**src/rtl/channel_seq_pkg.sv**
```systemverilog
// Shared types and constants for the channel-model run sequencer:
// FSM states, default read thresholds, symbol-LFSR taps and hard-decision helper.
package channel_seq_pkg;

    typedef enum logic [2:0] {
        ST_IDLE,
        ST_CHRST,
        ST_ISSUE,
        ST_DRAIN,
        ST_DONE
    } chseq_state_e;

    localparam int unsigned CELLS_PER_WL  = 16;
    localparam int unsigned CHRST_CYCLES  = 2;

    localparam logic [15:0] DEF_RD_T1     = 16'h2000;
    localparam logic [15:0] DEF_RD_T2     = 16'h5000;
    localparam logic [15:0] DEF_RD_T3     = 16'h8000;
    localparam logic [15:0] DEF_LFSR_SEED = 16'hACE1;

    // Galois form of x^16+x^14+x^13+x^11+1, right-shifting
    localparam logic [15:0] LFSR_TAPS     = 16'hB400;

    function automatic logic [15:0] lfsr_step(input logic [15:0] s);
        return s[0] ? ({1'b0, s[15:1]} ^ LFSR_TAPS) : {1'b0, s[15:1]};
    endfunction

    function automatic logic [1:0] hard_decide(input logic [15:0] v,
                                               input logic [15:0] t1,
                                               input logic [15:0] t2,
                                               input logic [15:0] t3);
        if (v < t1)      return 2'd0;
        else if (v < t2) return 2'd1;
        else if (v < t3) return 2'd2;
        else             return 2'd3;
    endfunction

endpackage

```
**src/rtl/chseq_sym_fifo.sv**
```systemverilog
// Expected-symbol FIFO for the run sequencer: synchronous, power-of-2 depth,
// simultaneous push/pop allowed (a push while full succeeds if a pop happens too).
module chseq_sym_fifo #(
    parameter int unsigned DEPTH = 256,
    parameter int unsigned WIDTH = 2
) (
    input  logic             clk_i,
    input  logic             rst_n_i,
    input  logic             clr_i,
    input  logic             push_i,
    input  logic [WIDTH-1:0] din_i,
    input  logic             pop_i,
    output logic [WIDTH-1:0] dout_o,
    output logic             full_o,
    output logic             empty_o
);

    localparam int unsigned  AW       = (DEPTH > 1) ? $clog2(DEPTH) : 1;
    localparam logic [AW:0]  FULL_CNT = (AW + 1)'(DEPTH);

    logic [WIDTH-1:0] mem_q [DEPTH];
    logic [AW-1:0]    wptr_q, wptr_d, rptr_q, rptr_d;
    logic [AW:0]      cnt_q, cnt_d;
    logic             do_push, do_pop;

    assign empty_o = (cnt_q == '0);
    assign full_o  = (cnt_q == FULL_CNT);
    assign dout_o  = mem_q[rptr_q];

    assign do_pop  = pop_i && !empty_o;
    assign do_push = push_i && (!full_o || do_pop);

    always_comb begin
        wptr_d = wptr_q;
        rptr_d = rptr_q;
        cnt_d  = cnt_q;
        if (clr_i) begin
            wptr_d = '0;
            rptr_d = '0;
            cnt_d  = '0;
        end else begin
            if (do_push) wptr_d = wptr_q + 1'b1;
            if (do_pop)  rptr_d = rptr_q + 1'b1;
            if (do_push && !do_pop)      cnt_d = cnt_q + 1'b1;
            else if (do_pop && !do_push) cnt_d = cnt_q - 1'b1;
        end
    end

    always_ff @(posedge clk_i or negedge rst_n_i) begin
        if (!rst_n_i) begin
            wptr_q <= '0;
            rptr_q <= '0;
            cnt_q  <= '0;
        end else begin
            wptr_q <= wptr_d;
            rptr_q <= rptr_d;
            cnt_q  <= cnt_d;
        end
    end

    always_ff @(posedge clk_i) begin
        if (do_push && !clr_i) mem_q[wptr_q] <= din_i;
    end

endmodule

```
**src/rtl/channel_sim_sequencer.sv**
```systemverilog
// Run controller for the flash channel-model pipeline: resets the channel, issues
// LFSR cell levels, counts returns. Define CHSEQ_BER_EN to add level-error checking.
module channel_sim_sequencer
    import channel_seq_pkg::*;
#(
    parameter int unsigned NUM_WL      = 64,
    parameter int unsigned FIFO_DEPTH  = 256,
    parameter logic [15:0] RD_T1       = DEF_RD_T1,
    parameter logic [15:0] RD_T2       = DEF_RD_T2,
    parameter logic [15:0] RD_T3       = DEF_RD_T3,
    parameter logic [15:0] LFSR_SEED   = DEF_LFSR_SEED,
    parameter int unsigned TIMEOUT_CYC = 4096
) (
    input  logic        clk,
    input  logic        reset,
    input  logic        start,
    output logic        busy,
    output logic        done,
    output logic        timeout,
    output logic        chan_reset,
    output logic [1:0]  VoltageLevel,
    input  logic        RetentionDoneFlag,
    input  logic [15:0] VoltageOutAfterRetention,
    output logic [31:0] cells_out,
    output logic [31:0] err_cnt,
    output logic        fifo_ovf,
    output logic        fifo_udf
);

    localparam logic [31:0] NCELLS    = 32'(NUM_WL * CELLS_PER_WL);
    localparam logic [31:0] WDOG_LIM  = 32'(TIMEOUT_CYC);
    localparam logic [31:0] CHRST_END = 32'(CHRST_CYCLES - 1);

    chseq_state_e state_q, state_d;
    logic [31:0]  cnt_q, cnt_d;
    logic [31:0]  wdog_q, wdog_d;
    logic [31:0]  cells_q, cells_d;
    logic [15:0]  lfsr_q, lfsr_d;
    logic [1:0]   vl_q, vl_d;
    logic         busy_q, busy_d, done_q, done_d, tmo_q, tmo_d, crst_q, crst_d;
    logic         accept, rx_cnt, push, wdog_exp;

    assign accept   = (state_q == ST_IDLE) && start;
    assign rx_cnt   = RetentionDoneFlag && (cells_q < NCELLS)
                   && (state_q inside {ST_ISSUE, ST_DRAIN, ST_DONE});
    // Watchdog holds cycles elapsed since the last counted receive; expire as it reaches the limit
    assign wdog_exp = (state_q == ST_DRAIN) && !rx_cnt && (wdog_q >= WDOG_LIM - 1);

    always_ff @(posedge clk or negedge reset) begin
        if (!reset) state_q <= ST_IDLE;
        else        state_q <= state_d;
    end

    always_comb begin
        state_d = state_q;
        unique case (state_q)
            ST_IDLE:  if (start) state_d = ST_CHRST;
            ST_CHRST: if (cnt_q == CHRST_END) state_d = ST_ISSUE;
            ST_ISSUE: if (cnt_q == NCELLS - 1) state_d = ST_DRAIN;
            ST_DRAIN: if (cells_q == NCELLS || wdog_exp) state_d = ST_DONE;
            ST_DONE:  state_d = ST_IDLE;
            default:  state_d = ST_IDLE;
        endcase
    end

    always_comb begin
        push   = (state_d == ST_ISSUE);
        busy_d = state_d inside {ST_CHRST, ST_ISSUE, ST_DRAIN};
        done_d = (state_d == ST_DONE);
        crst_d = (state_d != ST_CHRST);
        vl_d   = push ? lfsr_q[1:0] : 2'b00;

        lfsr_d = lfsr_q;
        if (accept)    lfsr_d = LFSR_SEED;
        else if (push) lfsr_d = lfsr_step(lfsr_q);

        cnt_d = cnt_q;
        if (accept || (state_q != state_d)) cnt_d = '0;
        else if (state_q inside {ST_CHRST, ST_ISSUE}) cnt_d = cnt_q + 1'b1;

        cells_d = cells_q;
        if (accept)      cells_d = '0;
        else if (rx_cnt) cells_d = cells_q + 1'b1;

        wdog_d = wdog_q;
        if (accept)      wdog_d = '0;
        else if (rx_cnt) wdog_d = 32'd1;
        else if ((state_q inside {ST_CHRST, ST_ISSUE, ST_DRAIN}) && wdog_q < WDOG_LIM)
            wdog_d = wdog_q + 1'b1;

        tmo_d = tmo_q;
        if (accept) tmo_d = 1'b0;
        else if (state_q == ST_DRAIN && state_d == ST_DONE && cells_q != NCELLS) tmo_d = 1'b1;
    end

    always_ff @(posedge clk or negedge reset) begin
        if (!reset) begin
            cnt_q   <= '0;
            wdog_q  <= '0;
            cells_q <= '0;
            lfsr_q  <= LFSR_SEED;
            vl_q    <= '0;
            busy_q  <= 1'b0;
            done_q  <= 1'b0;
            tmo_q   <= 1'b0;
            crst_q  <= 1'b0;
        end else begin
            cnt_q   <= cnt_d;
            wdog_q  <= wdog_d;
            cells_q <= cells_d;
            lfsr_q  <= lfsr_d;
            vl_q    <= vl_d;
            busy_q  <= busy_d;
            done_q  <= done_d;
            tmo_q   <= tmo_d;
            crst_q  <= crst_d;
        end
    end

    assign busy         = busy_q;
    assign done         = done_q;
    assign timeout      = tmo_q;
    assign chan_reset   = crst_q;
    assign VoltageLevel = vl_q;
    assign cells_out    = cells_q;

`ifdef CHSEQ_BER_EN
    logic        fifo_full, fifo_empty;
    logic [1:0]  fifo_head, rx_level;
    logic [31:0] err_q, err_d;
    logic        ovf_q, ovf_d, udf_q, udf_d;

    chseq_sym_fifo #(
        .DEPTH (FIFO_DEPTH),
        .WIDTH (2)
    ) u_sym_fifo (
        .clk_i   (clk),
        .rst_n_i (reset),
        .clr_i   (accept),
        .push_i  (push),
        .din_i   (lfsr_q[1:0]),
        .pop_i   (rx_cnt),
        .dout_o  (fifo_head),
        .full_o  (fifo_full),
        .empty_o (fifo_empty)
    );

    always_comb begin
        rx_level = hard_decide(VoltageOutAfterRetention, RD_T1, RD_T2, RD_T3);
        err_d    = err_q;
        ovf_d    = ovf_q;
        udf_d    = udf_q;
        if (accept) begin
            err_d = '0;
            ovf_d = 1'b0;
            udf_d = 1'b0;
        end else begin
            if (push && fifo_full && !rx_cnt) ovf_d = 1'b1;
            if (rx_cnt && fifo_empty)         udf_d = 1'b1;
            if (rx_cnt && !fifo_empty && rx_level != fifo_head && err_q != '1)
                err_d = err_q + 1'b1;
        end
    end

    always_ff @(posedge clk or negedge reset) begin
        if (!reset) begin
            err_q <= '0;
            ovf_q <= 1'b0;
            udf_q <= 1'b0;
        end else begin
            err_q <= err_d;
            ovf_q <= ovf_d;
            udf_q <= udf_d;
        end
    end

    assign err_cnt  = err_q;
    assign fifo_ovf = ovf_q;
    assign fifo_udf = udf_q;
`else
    logic unused_ber;
    assign unused_ber = ^{VoltageOutAfterRetention, RD_T1, RD_T2, RD_T3, FIFO_DEPTH};

    assign err_cnt  = '0;
    assign fifo_ovf = 1'b0;
    assign fifo_udf = 1'b0;
`endif

endmodule
```
**config.mk**
```make
export PLATFORM = sky130hd
export DESIGN_NAME = channel_sim_sequencer
export DESIGN_NICKNAME = d
export VERILOG_FILES = /design/src/rtl/channel_seq_pkg.sv /design/src/rtl/chseq_sym_fifo.sv /design/src/rtl/channel_sim_sequencer.sv
export SDC_FILE = /design/constraint.sdc
export NUM_CORES = 1
export LEC_CHECK = 0
export ABC_AREA = 1
export CORE_AREA = 10 10 116 118
export DETAILED_ROUTE_END_ITERATION = 6
export DIE_AREA = 0 0 126 128
export PLACE_DENSITY = 0.86
export SYNTH_ARGS = -nofsm -noshare
export SYNTH_HDL_FRONTEND = slang
export SYNTH_SLANG_ARGS = --single-unit
```
**constraint.sdc**
```tcl
create_clock -name clk -period 4.5 [get_ports clk]
set_input_delay 1.125 -clock clk [delete_from_list [all_inputs] [get_ports clk]]
set_output_delay 1.125 -clock clk [all_outputs]
set_load 0.005 [all_outputs]
```
==> results by group <==
Clock tree
  • Root Buffer: clkbuf_16
  • Sink Count: 121
  • Postcts setup bufs: 0
  • Clock buffer count from CTS: 17
  • H-tree depth: 4
  • Post-cts sizing count: 0
  • CTS Hold Bufs: 0
  • CTS tree: yes
  • Clock Latency Late Sink: 0.42 ns
  • CTS Buffer Depth: 2
  • Reg clk slew, reported paths: 0.05 ns

STA
  • Crit share post-route: 0.661
  • Clk_skew: 0.0125 ns
  • Hold Fails Final Rpt: 0
  • Worst setup margin: 1.52 ns
  • Worst slew pin tran: 0.837 ns
  • Fin Setup TNS: 0 ns
  • # setup viols final: 0
  • Post-layout min period: 2.98 ns
  • Max-slew violations: 0
  • Slew margin rel.: 0.442
  • Unrepaired setup endpoints after global routing: no
  • Max Freq: 336 MHz

Power and ir drop
  • Power Density: 525 nW/um^2
  • Gate power share: 0.313
  • Overall power: 3.94 mW
  • Switching power: 1.51 mW
  • Leak: 3.64 nW
  • Reg power frac: 0.340
  • Sw Share: 0.384
  • Worst VDD drop: 0.410 mV
  • Clk pwr share: 0.347
  • Int Pwr: 2.43 mW

Global route
  • First-pass GRT wire length: 24200 um
  • Global route overflow: 0
  • Vias in the first global route: 5133
  • Antenna violations before repair: 0
  • Largest net degree at the start of global routing: 68
  • Total track usage: 0.181

Run status
  • Status: completed

Logic synthesis
  • Post-synth EDFFs: 0
  • Avg Cell Area, Syn: 8.28 sq um
  • Yosys warns: 0
  • Post-synthesis sequential area ratio: 0.464
  • Most common flop cell mapped by yosys: dfrtp_1
  • Post-Syn Instances: 791
  • Yosys cell types: 41
  • Yosys reg bits: 121
  • Async set-reset flop share out of synthesis: 1.00
  • Mapped cell area: 6550 sq um

Route
  • Detail Route Antenna Nets: 0
  • Vias per cell: 5.11
  • DRC: 0
  • Initial DRC Count: 540
  • DR vias: 5084
  • Wire per inst: 14.3 um
  • Routed wire length: 14200 um
  • Drt pass-1 iters: 5

Critical path
  • Maximum net fanout on the critical path: 23
  • Crit end category: flop
  • Worst Path Required: 4.80 ns
  • CP startpoint: start
  • Crit path DAT: 3.28 ns
  • Reg2reg start: cnt_q[0]$_DFFE_PN0P_
  • Setup CP Type: input port to flop
  • Setup crit start kind: input port

Die
  • Row count: 39
  • Initial core utilization: 0.584
  • I/O pins: 92
  • Die W: 126 um
  • Core region area: 11200 sq um
  • Die area: 16100 sq um
  • Die span in y: 128 um

Cells and area
  • Layout cell share with drive strength beyond 1: 0.141
  • Area delta synth->final: 14.6%
  • Non-Filler Instances: 994
  • Nets@finish: 863
  • # diodes: 0

Run
  • Max-cap violations: 0

Place
  • PortBufs: 41
  • Gp weighted congestion: 0.927
  • Setup slack at placement: 1.12 ns
  • Placed cell count: 962
  • HPWL after DPL: 9360 um

Min path
  • Min-delay worst type: flop to flop
  • Min-delay src: wdog_q[21]$_DFFE_PN0P_
## cell families after synthesis
| logic type | share of synthesized area |
|---|---|
| compound gates | 0.0267 |
| xor+xnor | 0.0468 |
| fa+ha+maj | 0.00955 |
| buf+inv | 0.129 |
| flops | 0.464 |
| other cells | 0.000572 |
| simple gates | 0.323 |
## power by group through the flow
stage,combinational [mW],sequential [mW],clock (mW)
6_report,1.23,1.34,1.37
4_1_cts,1.23,1.34,1.38
3_5_place_dp,1.21,1.35,0
5_1_grt,1.35,1.36,1.44
2_1_floorplan,1.07,1.33,0
3_3_place_gp,1.18,1.35,0
## flip-flops by register name, summed over array words and instances, names as in the netlist
signal / count
VoltageLevel: 2
busy: 1
done: 1
cnt_q: 32
wdog_q: 32
cells_out: 32
lfsr_q: 16
chan_reset: 1
timeout: 1
state_q: 3
## critical path, cell delays in order
cell and delay [ns]:
clkdlybuf4s50_1 0.52, nand2_1 0.12, nor2_4 0.31, inv_2 0.08
nand3_2 0.10, nor2_4 0.05, inv_2 0.05, nand2_2 0.06
nand2_4 0.46, buf_4 0.33, nor2_4 0.04
## layer usage
layer / track usage / vias up / wire, um
met2: 0.308 / 135 / 7230
met5: 0 / - / 0
li1: - / 2473 / -
met4: 0.0630 / 0 / 245
met3: 0.0513 / 23 / 689
met1: 0.215 / 2453 / 6070
## worst paths after layout
path                                             to  slack (ns)  depth (start not counted)
hold / removal               wdog_q[21]$_DFFE_PN0P_        0.49                          2
min in group asynchronous  cells_out[8]$_DFFE_PN0P_        0.80                          1
hold reg to reg              wdog_q[21]$_DFFE_PN0P_        0.49                          2
max in group asynchronous    wdog_q[24]$_DFFE_PN0P_        2.82                          2
setup / recovery               cnt_q[4]$_DFFE_PN0P_        1.52                         11
setup reg to reg               cnt_q[4]$_DFFE_PN0P_        1.96                         13
## synthesized netlist by cell type (2+ instances only)
| cell | number | area [sq um] |
|---|---|---|
| nand2_1 | 164 | 616 |
| dfrtp_1 | 113 | 2830 |
| inv_1 | 105 | 394 |
| nor2_1 | 93 | 349 |
| nand3_1 | 60 | 300 |
| buf_4 | 35 | 263 |
| nor2_4 | 33 | 372 |
| xor2_1 | 31 | 272 |
| nor3_1 | 18 | 90.1 |
| nand4_1 | 17 | 106 |
| inv_2 | 16 | 60.1 |
| o21ai_0 | 15 | 75.1 |
| a21oi_1 | 12 | 60.1 |
| nor4_1 | 10 | 62.6 |
| dfstp_2 | 8 | 210 |
| nand2_2 | 6 | 37.5 |
| buf_2 | 5 | 25.0 |
| clkbuf_1 | 5 | 18.8 |
| ha_1 | 5 | 62.6 |
| nor2_2 | 5 | 31.3 |
| or2_2 | 4 | 25.0 |
| xnor2_1 | 4 | 35.0 |
| buf_12 | 3 | 60.1 |
| nand3b_1 | 3 | 22.5 |
| o21ai_1 | 3 | 15.0 |
| buf_1 | 2 | 7.51 |
| nor3_2 | 2 | 20.0 |
## cells in the final DEF, fill, tap and decap left out, types with 2 or more instances in the layout
cell type | netlist | layout
nor2_4 | 33 | 33
nand3_1 | 60 | 60
clkinvlp_4 | 0 | 4
nand2_2 | 6 | 6
xor2_1 | 31 | 31
o21ai_0 | 15 | 15
clkdlybuf4s50_1 | 0 | 40
or2_2 | 4 | 4
o21ai_1 | 3 | 3
inv_1 | 105 | 105
nor4_1 | 10 | 10
nor3_1 | 18 | 18
a21oi_1 | 12 | 12
inv_2 | 16 | 16
nand2_1 | 164 | 164
nor2_1 | 93 | 93
clkinv_2 | 1 | 2
bufinv_16 | 0 | 2
clkbuf_16 | 0 | 17
inv_6 | 0 | 5
dfstp_2 | 8 | 8
nand3b_1 | 3 | 3
nor2_2 | 5 | 5
nand4_1 | 17 | 17
conb_1 | 1 | 34
clkbuf_8 | 0 | 2
nor3_2 | 2 | 2
buf_4 | 35 | 6
ha_1 | 5 | 5
xnor2_1 | 4 | 4
dfrtp_1 | 113 | 113
## layout make-up
type,count,area [sq um]
fill,841,3710
sequential,121,3040
multi-input combinational,529,2790
inverter,123,463
clock buffer,20,457
timing repair buffer,46,445
tap,143,179
clock inverter,12,139
## per-stage QoR
step | cell area (sq um) | hold WS, ns | util
3_3_place_gp | 6920 | 0.461 | 0.616
4_1_cts | 7510 | 0.486 | 0.669
5_1_grt | 7510 | 0.505 | 0.669
3_5_place_dp | 6920 | 0.478 | 0.616
6_report | 7510 | 0.492 | 0.669
2_1_floorplan | 6680 | 0.450 | -
No activity file was read; power rests on OpenSTA's default activity.
